--- src/rtl/mdu_pkg.sv ---
// Shared definitions for the multiply/divide unit: op codes, FSM states, default width.
// The E-stage decoder that produces start_E/op_E imports the same op encoding.
package mdu_pkg;

    localparam int MDU_WIDTH = 32;

    typedef enum logic [2:0] {
        MD_NONE  = 3'd0,
        MD_MULT  = 3'd1,
        MD_MULTU = 3'd2,
        MD_DIV   = 3'd3,
        MD_DIVU  = 3'd4,
        MD_MTHI  = 3'd5,
        MD_MTLO  = 3'd6
    } md_op_e;

    typedef enum logic [1:0] {
        IDLE = 2'd0,
        MUL  = 2'd1,
        DIV  = 2'd2,
        FIX  = 2'd3
    } md_state_e;

endpackage

--- src/rtl/mdu_iter_core.sv ---
// Radix-2 shift-add multiply / restoring divide datapath with final sign correction.
// acc holds {upper accumulator, multiplier} for MUL and {remainder, quotient} for DIV.
module mdu_iter_core
    import mdu_pkg::*;
#(
    parameter int WIDTH = MDU_WIDTH
) (
    input  logic             clk,
    input  logic             load,
    input  logic             step_mul,
    input  logic             step_div,
    input  logic             fix,
    input  logic             is_div,
    input  logic             neg_q,
    input  logic             neg_r,
    input  logic [WIDTH-1:0] lo_in,
    input  logic [WIDTH-1:0] b_in,
    output logic [WIDTH-1:0] res_hi,
    output logic [WIDTH-1:0] res_lo
);

    logic [2*WIDTH-1:0] acc;
    logic [2*WIDTH-1:0] prod_fix;
    logic [WIDTH-1:0]   b;
    logic               div_mode;
    logic               nq;
    logic               nr;
    logic               dz;
    logic [WIDTH:0]     mul_sum;
    logic [WIDTH:0]     rem_sh;
    logic [WIDTH:0]     diff;

    always_comb begin
        mul_sum  = {1'b0, acc[2*WIDTH-1:WIDTH]} + (acc[0] ? {1'b0, b} : {(WIDTH+1){1'b0}});
        // Remainder < divisor, so the shifted remainder fits WIDTH+1 bits and diff's MSB is its sign.
        rem_sh   = acc[2*WIDTH-1:WIDTH-1];
        diff     = rem_sh - {1'b0, b};
        prod_fix = nq ? -acc : acc;
        if (div_mode) begin
            res_hi = nr ? -acc[2*WIDTH-1:WIDTH] : acc[2*WIDTH-1:WIDTH];
            res_lo = dz ? {WIDTH{1'b1}} : (nq ? -acc[WIDTH-1:0] : acc[WIDTH-1:0]);
        end else begin
            res_hi = prod_fix[2*WIDTH-1:WIDTH];
            res_lo = prod_fix[WIDTH-1:0];
        end
    end

    always_ff @(posedge clk) begin
        if (load) begin
            acc      <= {{WIDTH{1'b0}}, lo_in};
            b        <= b_in;
            div_mode <= is_div;
            nq       <= neg_q;
            nr       <= neg_r;
            dz       <= (b_in == {WIDTH{1'b0}});
        end else if (step_mul) begin
            acc <= {mul_sum, acc[WIDTH-1:1]};
        end else if (step_div) begin
            if (!diff[WIDTH])
                acc <= {diff[WIDTH-1:0], acc[WIDTH-2:0], 1'b1};
            else
                acc <= {acc[2*WIDTH-2:0], 1'b0};
        end else if (fix) begin
            // Fold the correction into acc so res_* stays stable afterwards.
            acc <= {res_hi, res_lo};
            nq  <= 1'b0;
            nr  <= 1'b0;
            dz  <= 1'b0;
        end
    end

endmodule

--- src/rtl/mdu_sequencer.sv ---
// Multi-cycle MULT/DIV sequencer owning HI/LO, the iteration FSM and the D-stage stall term.
// Signed ops run on magnitudes; signs are reapplied in the single FIX cycle.
module mdu_sequencer
    import mdu_pkg::*;
#(
    parameter int WIDTH = MDU_WIDTH
) (
    input  logic             clk,
    input  logic             rst_n,
    input  logic             start_E,
    input  logic [2:0]       op_E,
    input  logic [WIDTH-1:0] rs_E,
    input  logic [WIDTH-1:0] rt_E,
    input  logic             abort,
    input  logic             md_use_D,
    output logic             busy,
    output logic             stall_md_D,
    output logic [WIDTH-1:0] hi,
    output logic [WIDTH-1:0] lo
);

    localparam int CW = $clog2(WIDTH);

    md_state_e        state;
    md_state_e        next_state;
    logic [CW-1:0]    cnt;
    logic             load;
    logic             step_mul;
    logic             step_div;
    logic             fix;
    logic             wr_hi;
    logic             wr_lo;
    logic             op_signed;
    logic             op_div;
    logic             sign_rs;
    logic             sign_rt;
    logic [WIDTH-1:0] mag_rs;
    logic [WIDTH-1:0] mag_rt;
    logic [WIDTH-1:0] res_hi;
    logic [WIDTH-1:0] res_lo;

    assign op_signed  = (op_E == MD_MULT) || (op_E == MD_DIV);
    assign op_div     = (op_E == MD_DIV) || (op_E == MD_DIVU);
    assign sign_rs    = op_signed & rs_E[WIDTH-1];
    assign sign_rt    = op_signed & rt_E[WIDTH-1];
    assign mag_rs     = sign_rs ? -rs_E : rs_E;
    assign mag_rt     = sign_rt ? -rt_E : rt_E;
    assign busy       = (state != IDLE);
    assign stall_md_D = md_use_D & (busy | (start_E & ~abort));

    always_comb begin
        next_state = state;
        load       = 1'b0;
        step_mul   = 1'b0;
        step_div   = 1'b0;
        fix        = 1'b0;
        wr_hi      = 1'b0;
        wr_lo      = 1'b0;
        case (state)
            IDLE: begin
                if (start_E && !abort) begin
                    case (op_E)
                        MD_MULT, MD_MULTU: begin
                            load       = 1'b1;
                            next_state = MUL;
                        end
                        MD_DIV, MD_DIVU: begin
                            load       = 1'b1;
                            next_state = DIV;
                        end
                        MD_MTHI: wr_hi = 1'b1;
                        MD_MTLO: wr_lo = 1'b1;
                        default: ;
                    endcase
                end
            end
            MUL, DIV: begin
                if (abort) begin
                    next_state = IDLE;
                end else begin
                    step_mul = (state == MUL);
                    step_div = (state == DIV);
                    if (cnt == '0)
                        next_state = FIX;
                end
            end
            FIX: begin
                next_state = IDLE;
                fix        = !abort;
            end
            default: next_state = IDLE;
        endcase
    end

    always_ff @(posedge clk or negedge rst_n) begin
        if (!rst_n) begin
            state <= IDLE;
            cnt   <= '0;
            hi    <= '0;
            lo    <= '0;
        end else begin
            state <= next_state;
            if (load)
                cnt <= CW'(WIDTH - 1);
            else if (step_mul || step_div)
                cnt <= cnt - 1'b1;
            if (wr_hi)
                hi <= rs_E;
            else if (fix)
                hi <= res_hi;
            if (wr_lo)
                lo <= rs_E;
            else if (fix)
                lo <= res_lo;
        end
    end

    mdu_iter_core #(.WIDTH(WIDTH)) u_core (
        .clk      (clk),
        .load     (load),
        .step_mul (step_mul),
        .step_div (step_div),
        .fix      (fix),
        .is_div   (op_div),
        .neg_q    (sign_rs ^ sign_rt),
        .neg_r    (sign_rs),
        .lo_in    (op_div ? mag_rs : mag_rt),
        .b_in     (op_div ? mag_rt : mag_rs),
        .res_hi   (res_hi),
        .res_lo   (res_lo)
    );

endmodule

--- config.mk ---
export PLATFORM = sky130hd
export DESIGN_NAME = mdu_sequencer
export DESIGN_NICKNAME = d
export VERILOG_FILES = /design/src/rtl/mdu_pkg.sv /design/src/rtl/mdu_iter_core.sv /design/src/rtl/mdu_sequencer.sv
export SDC_FILE = /design/constraint.sdc
export NUM_CORES = 1
export LEC_CHECK = 0
export CELL_PAD_IN_SITES_DETAIL_PLACEMENT = 1
export CELL_PAD_IN_SITES_GLOBAL_PLACEMENT = 2
export CORE_MARGIN = 5
export CORE_UTILIZATION = 32
export DETAILED_ROUTE_END_ITERATION = 10
export GPL_TIMING_DRIVEN = 0
export PLACE_DENSITY = 0.72
export SYNTH_ARGS = -nofsm -noshare
export SYNTH_HDL_FRONTEND = slang
export SYNTH_HIERARCHICAL = 1
export SYNTH_SLANG_ARGS = --single-unit
--- constraint.sdc ---
create_clock -name clk -period 5.1 [get_ports clk]
set_clock_uncertainty 0.1 [all_clocks]
set_input_delay 0.765 -clock clk [delete_from_list [all_inputs] [get_ports clk]]
set_output_delay 0.765 -clock clk [all_outputs]
set_load 0.005 [all_outputs]
==> run metrics, run 1 <==
Num CTS Buffers 17; Leakage 7.93 nW; Post-DRT Antenna Nets 0; Min Clock Period, post-route 4.90 ns; vias per std cell ~5.8; worst hold slack approximately 0.1 ns; Die Wd around 240 um; area share of the largest cell type after synthesis between 10 and 15%; CP arrival 4.89 ns; layout cells sized above 1 6.20%; worst-path fanout max 34; drt drc 0; fin area 19,200 um2; Layout Utilization 37.6%; Max H-tree Level 4; IO Port Bufs 128; Syn Inst Count 2,032; clock root buffer clkbuf_16; FILL cells 6,240; RSZ-0062 raised after global routing no; Highest Clock Rate about 0.20 GHz; Slew Limit Fails 0; GP Congestion 0.949; Power per Cell Area 565 nW/um2; WP data required 5.09 ns; Clock Latency Late Sink 0.48 ns; Synth Net Count 2,179; status completed; antenna violations before repair 0; area delta synth->final 16.7%; sequential share of the synthesized area a little over a quarter; Synth top cells by count 243 x nand2_1, 208 x o21ai_0, 159 x mux2i_1; CP Capture Type register; starting density of the core 32.2%; most frequent cell after synthesis nand2_1; Area contributors post-synth edfxtp_1 12%, dfrtp_1 11%, mux2i_1 9.7%; CTS tree yes; Wirelength per Cell between 20 and 30 um; Final Hold Fails 0; worst slew pin tran 1.06 ns; worst setup path category in -> reg; worst hold path class in -> async; crit start category input pin; largest net degree at the start of global routing 50; total track usage between 20% and 30%; first-pass GRT wire length 117,000 um; Yosys Warn Count 6; DPL Wire Length roughly 65,000 um; Final Power 10.9 mW; core area 51,100 um2; Yosys top cell by area edfxtp_1; Top Ports 138; CTS max path bufs 2; peak supply drop 0.000347 V; post-synthesis register bit count 171; prevailing post-synth register cell dfrtp_1; TritonRoute pass-1 iters 7; Post-CTS Setup Repair Bufs 0; synth unique cells 87; Max Cap Viol 0; Initial DRC Count 1,220; Placed Area around 19,000 um2; vias in the first global route 17,400; NumNets Final 2,329; ys async rst share 41.5%; Die ar. between 50,000 and 60,000 um2; Post-Syn Area 16,500 um2; Post-synth EDFFs slightly below 70; DR vias 16,800; cell row count 83; storage element area about 4500 um2; Max-slew headroom 29.0%; clock sink count roughly 170; Die Span Y 237 um; Worst-path clk slew 0.07 ns; mean area per synthesized cell 8.10 um2; final wirelength ~80,000 um; Final Setup Violations 0; period utilization 96.2%; gr ovfl total 0; area of the multi-input gates 11,200 um2; hold buffer count at cts 0
cells by family after synthesis:
kind of cell	synth area share [%]
buffers and inverters	4.74
adder cells (fa/ha/maj)	5.79
multiplexers	12.3
AO/OA/AOI/OAI	20.9
AND/OR/NAND/NOR	19.9
XOR/XNOR	9.26
flip-flops	27.1
per-stage QoR:
step                      TNS [ns]  setup slack, ns  std cells
after global placement      -20.83           -0.611       2840
after detailed placement    -24.56           -0.728       2843
after floorplan                  0             1.48       2032
after global routing             0          0.00680       2875
final                            0            0.196       2876
after CTS                        0            0.127       2875
path summary, 6_finish.rpt:
path,startpoint,end,slack [ns],cells past startpoint
setup / recovery,op_E[1],u_core/acc[3]$_DFFE_PP_,0.20,9
hold / removal,rst_n,lo[9]$_DFFE_PN0P_,0.10,1
setup reg to reg,u_core/acc[31]$_DFFE_PP_,u_core/acc[62]$_SDFFE_PP0P_,0.22,14
hold reg to reg,cnt[3]$_DFFE_PN0P_,cnt[3]$_DFFE_PN0P_,0.45,2
max in group asynchronous,rst_n,hi[22]$_DFFE_PN0P_,4.17,2
min in group clk,cnt[3]$_DFFE_PN0P_,cnt[3]$_DFFE_PN0P_,0.45,2
state kept, by name, summed over array words and instances, names as in the netlist:
signal,flops
hi,32
state,2
u_core/dz,1
cnt,5
u_core/div_mode,1
lo,32
u_core/nq,1
u_core/nr,1
u_core/b,32
u_core/acc,64
layout make-up:
class	count	area share, %
Timing Repair Buffer	131	6.92
Buffer	128	2.69
Clock buffer	19	2.36
Antenna cell	1	0.0130
Inverter	71	1.41
Sequential cell	171	23.2
Tap cell	680	4.43
Clock inverter	13	0.469
Multi-Input combinational cell	1662	58.5
power by group:
| group | switching, mW | internal, mW | total, mW |
|---|---|---|---|
| logic | 4.01 | 2.74 | 6.76 |
| clock network | 0.648 | 0.655 | 1.30 |
| registers | 0.716 | 2.08 | 2.79 |
critical path, stage by stage:
cell and delay [ns]:
clkdlybuf4s50_1 0.56, nor2_1 0.08, xnor2_1 0.19, nand3_1 0.30
clkinvlp_4 0.64, buf_2 0.33, buf_2 0.39, clkbuf_1 0.69
or2_2 0.88
per-layer routing:
metal  vias to the layer above  global-route usage (%)  wire, um
li1                       7711                       -         -
met1                      8471                    36.3     35300
met2                       519                    47.1     38500
met3                       110                    2.84      3090
met4                         0                    9.25      2980
met5                         -                       0         0
cell usage in the layout, fill, tap and decap left out, types with 32 or more instances in the layout:
master / instances
inv_1: 69
clkbuf_1: 97
nand3_1: 45
ha_1: 73
a21o_1: 38
dfxtp_1: 32
dfrtp_1: 71
nor3_1: 41
clkdlybuf4s50_1: 127
xnor2_1: 70
edfxtp_1: 68
o21ai_0: 208
nor2_1: 136
mux2_2: 37
a21oi_1: 102
nand2_1: 243
xor2_1: 104
mux2i_1: 159
what timing repair did:
action                     4_1_cts  5_1_grt
resized for setup                3        1
pin swaps                        0        1
setup endpoints to repair       34        3
No activity file was read; power rests on OpenSTA's default activity.
==> inputs of run 2 (changes only) <==
--- a/config.mk
+++ b/config.mk
@@ -12,4 +12,5 @@
 export DETAILED_ROUTE_END_ITERATION = 10
 export GPL_TIMING_DRIVEN = 0
+export HOLD_SLACK_MARGIN = 0.15
 export PLACE_DENSITY = 0.72
 export SYNTH_ARGS = -nofsm -noshare
==> constraint.sdc (replaced) <==
create_clock -name clk -period 5.1 [get_ports clk]
set_clock_uncertainty 0.1 [all_clocks]
set_input_delay 1.02 -clock clk [delete_from_list [all_inputs] [get_ports clk]]
set_output_delay 1.02 -clock clk [all_outputs]
set_load 0.005 [all_outputs]
==> run 2 against run 1 <==
Net effect:
- sequential share of layout area stayed put
- sequential power is essentially flat
- cell count about the same
- setup slack gained 0.010 ns
- highest routed layer unchanged
- clock power hardly changed
- hold slack improved by 0.25 ns
- register-to-register slack better by 0.03 ns
- power barely moved
- die area did not move
==> run metrics, run 2 (synthesis results as in run 1) <==
status completed; WP data required 5.11 ns (+0.02 ns); clock root buffer clkbuf_16; Power per Cell Area 565 nW/um2 (about the same); starting density of the core 32.2% (unchanged); Slew Limit Fails 0 (unchanged); Wirelength per Cell 27.8 um (about the same); Num CTS Buffers 17 (unchanged); Layout Utilization 37.6% (unchanged); FILL cells 6,241 (+0.016%); period utilization 96.0% (-0.20 points); TritonRoute pass-1 iters 5 (-2); most common cell after layout, fill and taps aside nand2_1; Post-DRT Antenna Nets 0 (unchanged); worst slew pin tran 1.06 ns (-0.00791 ns); Worst-path clk slew 0.07 ns (about the same); area delta synth->final 16.7% (unchanged); worst-path fanout max 34 (unchanged); CTS max path bufs 2 (unchanged); Max H-tree Level 4 (unchanged); max reg flops 64 (unchanged); peak supply drop 0.000341 V (-1.8%); hold buffer count at cts 0 (unchanged); core area 51,100 um2 (unchanged); Max Cap Viol 0 (unchanged); dpl cells 2,843 (unchanged); RSZ-0062 raised after global routing no; post-route setup slack 0.206 ns (+0.0100 ns); antenna violations before repair 0 (unchanged); DR vias 16,800 (-0.16%); vias in the first global route 17,400 (unchanged); Die ar. 56,100 um2 (unchanged); layout cells sized above 1 6.20% (unchanged); drt drc 0 (unchanged); Leakage 7.93 nW (about the same); Initial DRC Count 1,221 (+0.082%); Die Span Y 237 um (unchanged); Max-slew headroom 29.5% (+0.53 points); Non-Filler Instances 2,875 (-0.035%); GP Congestion 0.949 (unchanged); Die Wd 237 um (unchanged); worst hold path class in -> async; clock sink count 171 (unchanged); worst setup path category in -> reg; final wirelength 79,800 um (about the same); CP arrival 4.90 ns (about the same); NumNets Final 2,329 (unchanged); cell row count 83 (unchanged); CP Capture Type register; pre-CTS WS -0.983 ns (-0.255 ns); DPL Wire Length 64,900 um (unchanged); Final Setup Violations 0 (unchanged); Highest Clock Rate 0.204 GHz (+0.20%); gr ovfl total 0 (unchanged); largest net degree at the start of global routing 50 (unchanged); first-pass GRT wire length 117,000 um (unchanged); diode count 0 (-1); Clock Latency Late Sink 0.48 ns (about the same); vias per std cell 5.84 (-0.13%); IO Port Bufs 128 (unchanged); most frequent cells in the layout 243 x nand2_1, 208 x o21ai_0, 159 x mux2i_1; total track usage 27.5% (unchanged); CTS tree yes; Final Hold Fails 0 (unchanged); Min Clock Period, post-route 4.89 ns (-0.0100 ns); crit start category input pin; Top Ports 138 (unchanged); largest reg by FF count u_core/acc
[run 2: metrics by stage]
step / setup TNS [ns] / hold WS (ns) / area, um2 / total power [mW]
floorplan: 0 / 0.389 / 16500 / 6.74
global placement: -34.26 / 0.412 / 18600 / 9.35
detailed placement: -36.47 / 0.423 / 18600 / 9.44
CTS: 0 / 0.358 / 19200 / 10.8
global route: 0 / 0.374 / 19200 / 11.5
finish: 0 / 0.355 / 19200 / 10.9
[run 2: final timing paths]
check | start | endpoint | slack, ns | depth (start not counted)
max | op_E[1] | u_core/acc[3]$_DFFE_PP_ | 0.21 | 9
min | rst_n | lo[9]$_DFFE_PN0P_ | 0.36 | 1
max reg2reg | u_core/acc[31]$_DFFE_PP_ | u_core/acc[62]$_SDFFE_PP0P_ | 0.25 | 14
min reg2reg | cnt[3]$_DFFE_PN0P_ | cnt[3]$_DFFE_PN0P_ | 0.45 | 2
max in group asynchronous | rst_n | hi[22]$_DFFE_PN0P_ | 3.91 | 2
min in group clk | cnt[3]$_DFFE_PN0P_ | cnt[3]$_DFFE_PN0P_ | 0.45 | 2
[run 2: where the power goes]
| part | internal, mW | switching (mW) |
|---|---|---|
| Clock | 0.655 | 0.647 |
| Combinational | 2.75 | 4.01 |
| Sequential | 2.08 | 0.716 |
| Total | 5.48 | 5.37 |
[run 2: critical path, cell delays in order]
cell and delay [ns]:
clkdlybuf4s50_1 0.56, nor2_1 0.08, xnor2_1 0.19, nand3_1 0.30
clkinvlp_4 0.65, buf_2 0.33, buf_2 0.39, clkbuf_1 0.70
or2_4 0.62
[run 2: final cells by class]
class                           instances  area (um2)  share of cell area (%)
Sequential cell                       171        4460                    23.2
Inverter                               71         270                    1.41
Clock inverter                         13        90.1                   0.469
Multi-Input combinational cell       1662       11200                    58.5
Timing Repair Buffer                  131        1330                    6.92
Buffer                                128         517                    2.69
Clock buffer                           19         454                    2.36
Tap cell                              680         851                    4.43
[run 2: routing by layer]
metal,global-route usage [%],routed length (um)
met1,36.3,35100
met2,47.1,38500
met4,9.25,2970
met5,0,0
met3,2.84,3220
[run 2: repair_timing]
| action | 4_1_cts | 5_1_grt |
|---|---|---|
| gates resized for setup | 4 | 1 |
| setup buffers | 0 | 0 |
| setup endpoints to repair | 36 | 3 |
| pin swaps | 0 | 1 |
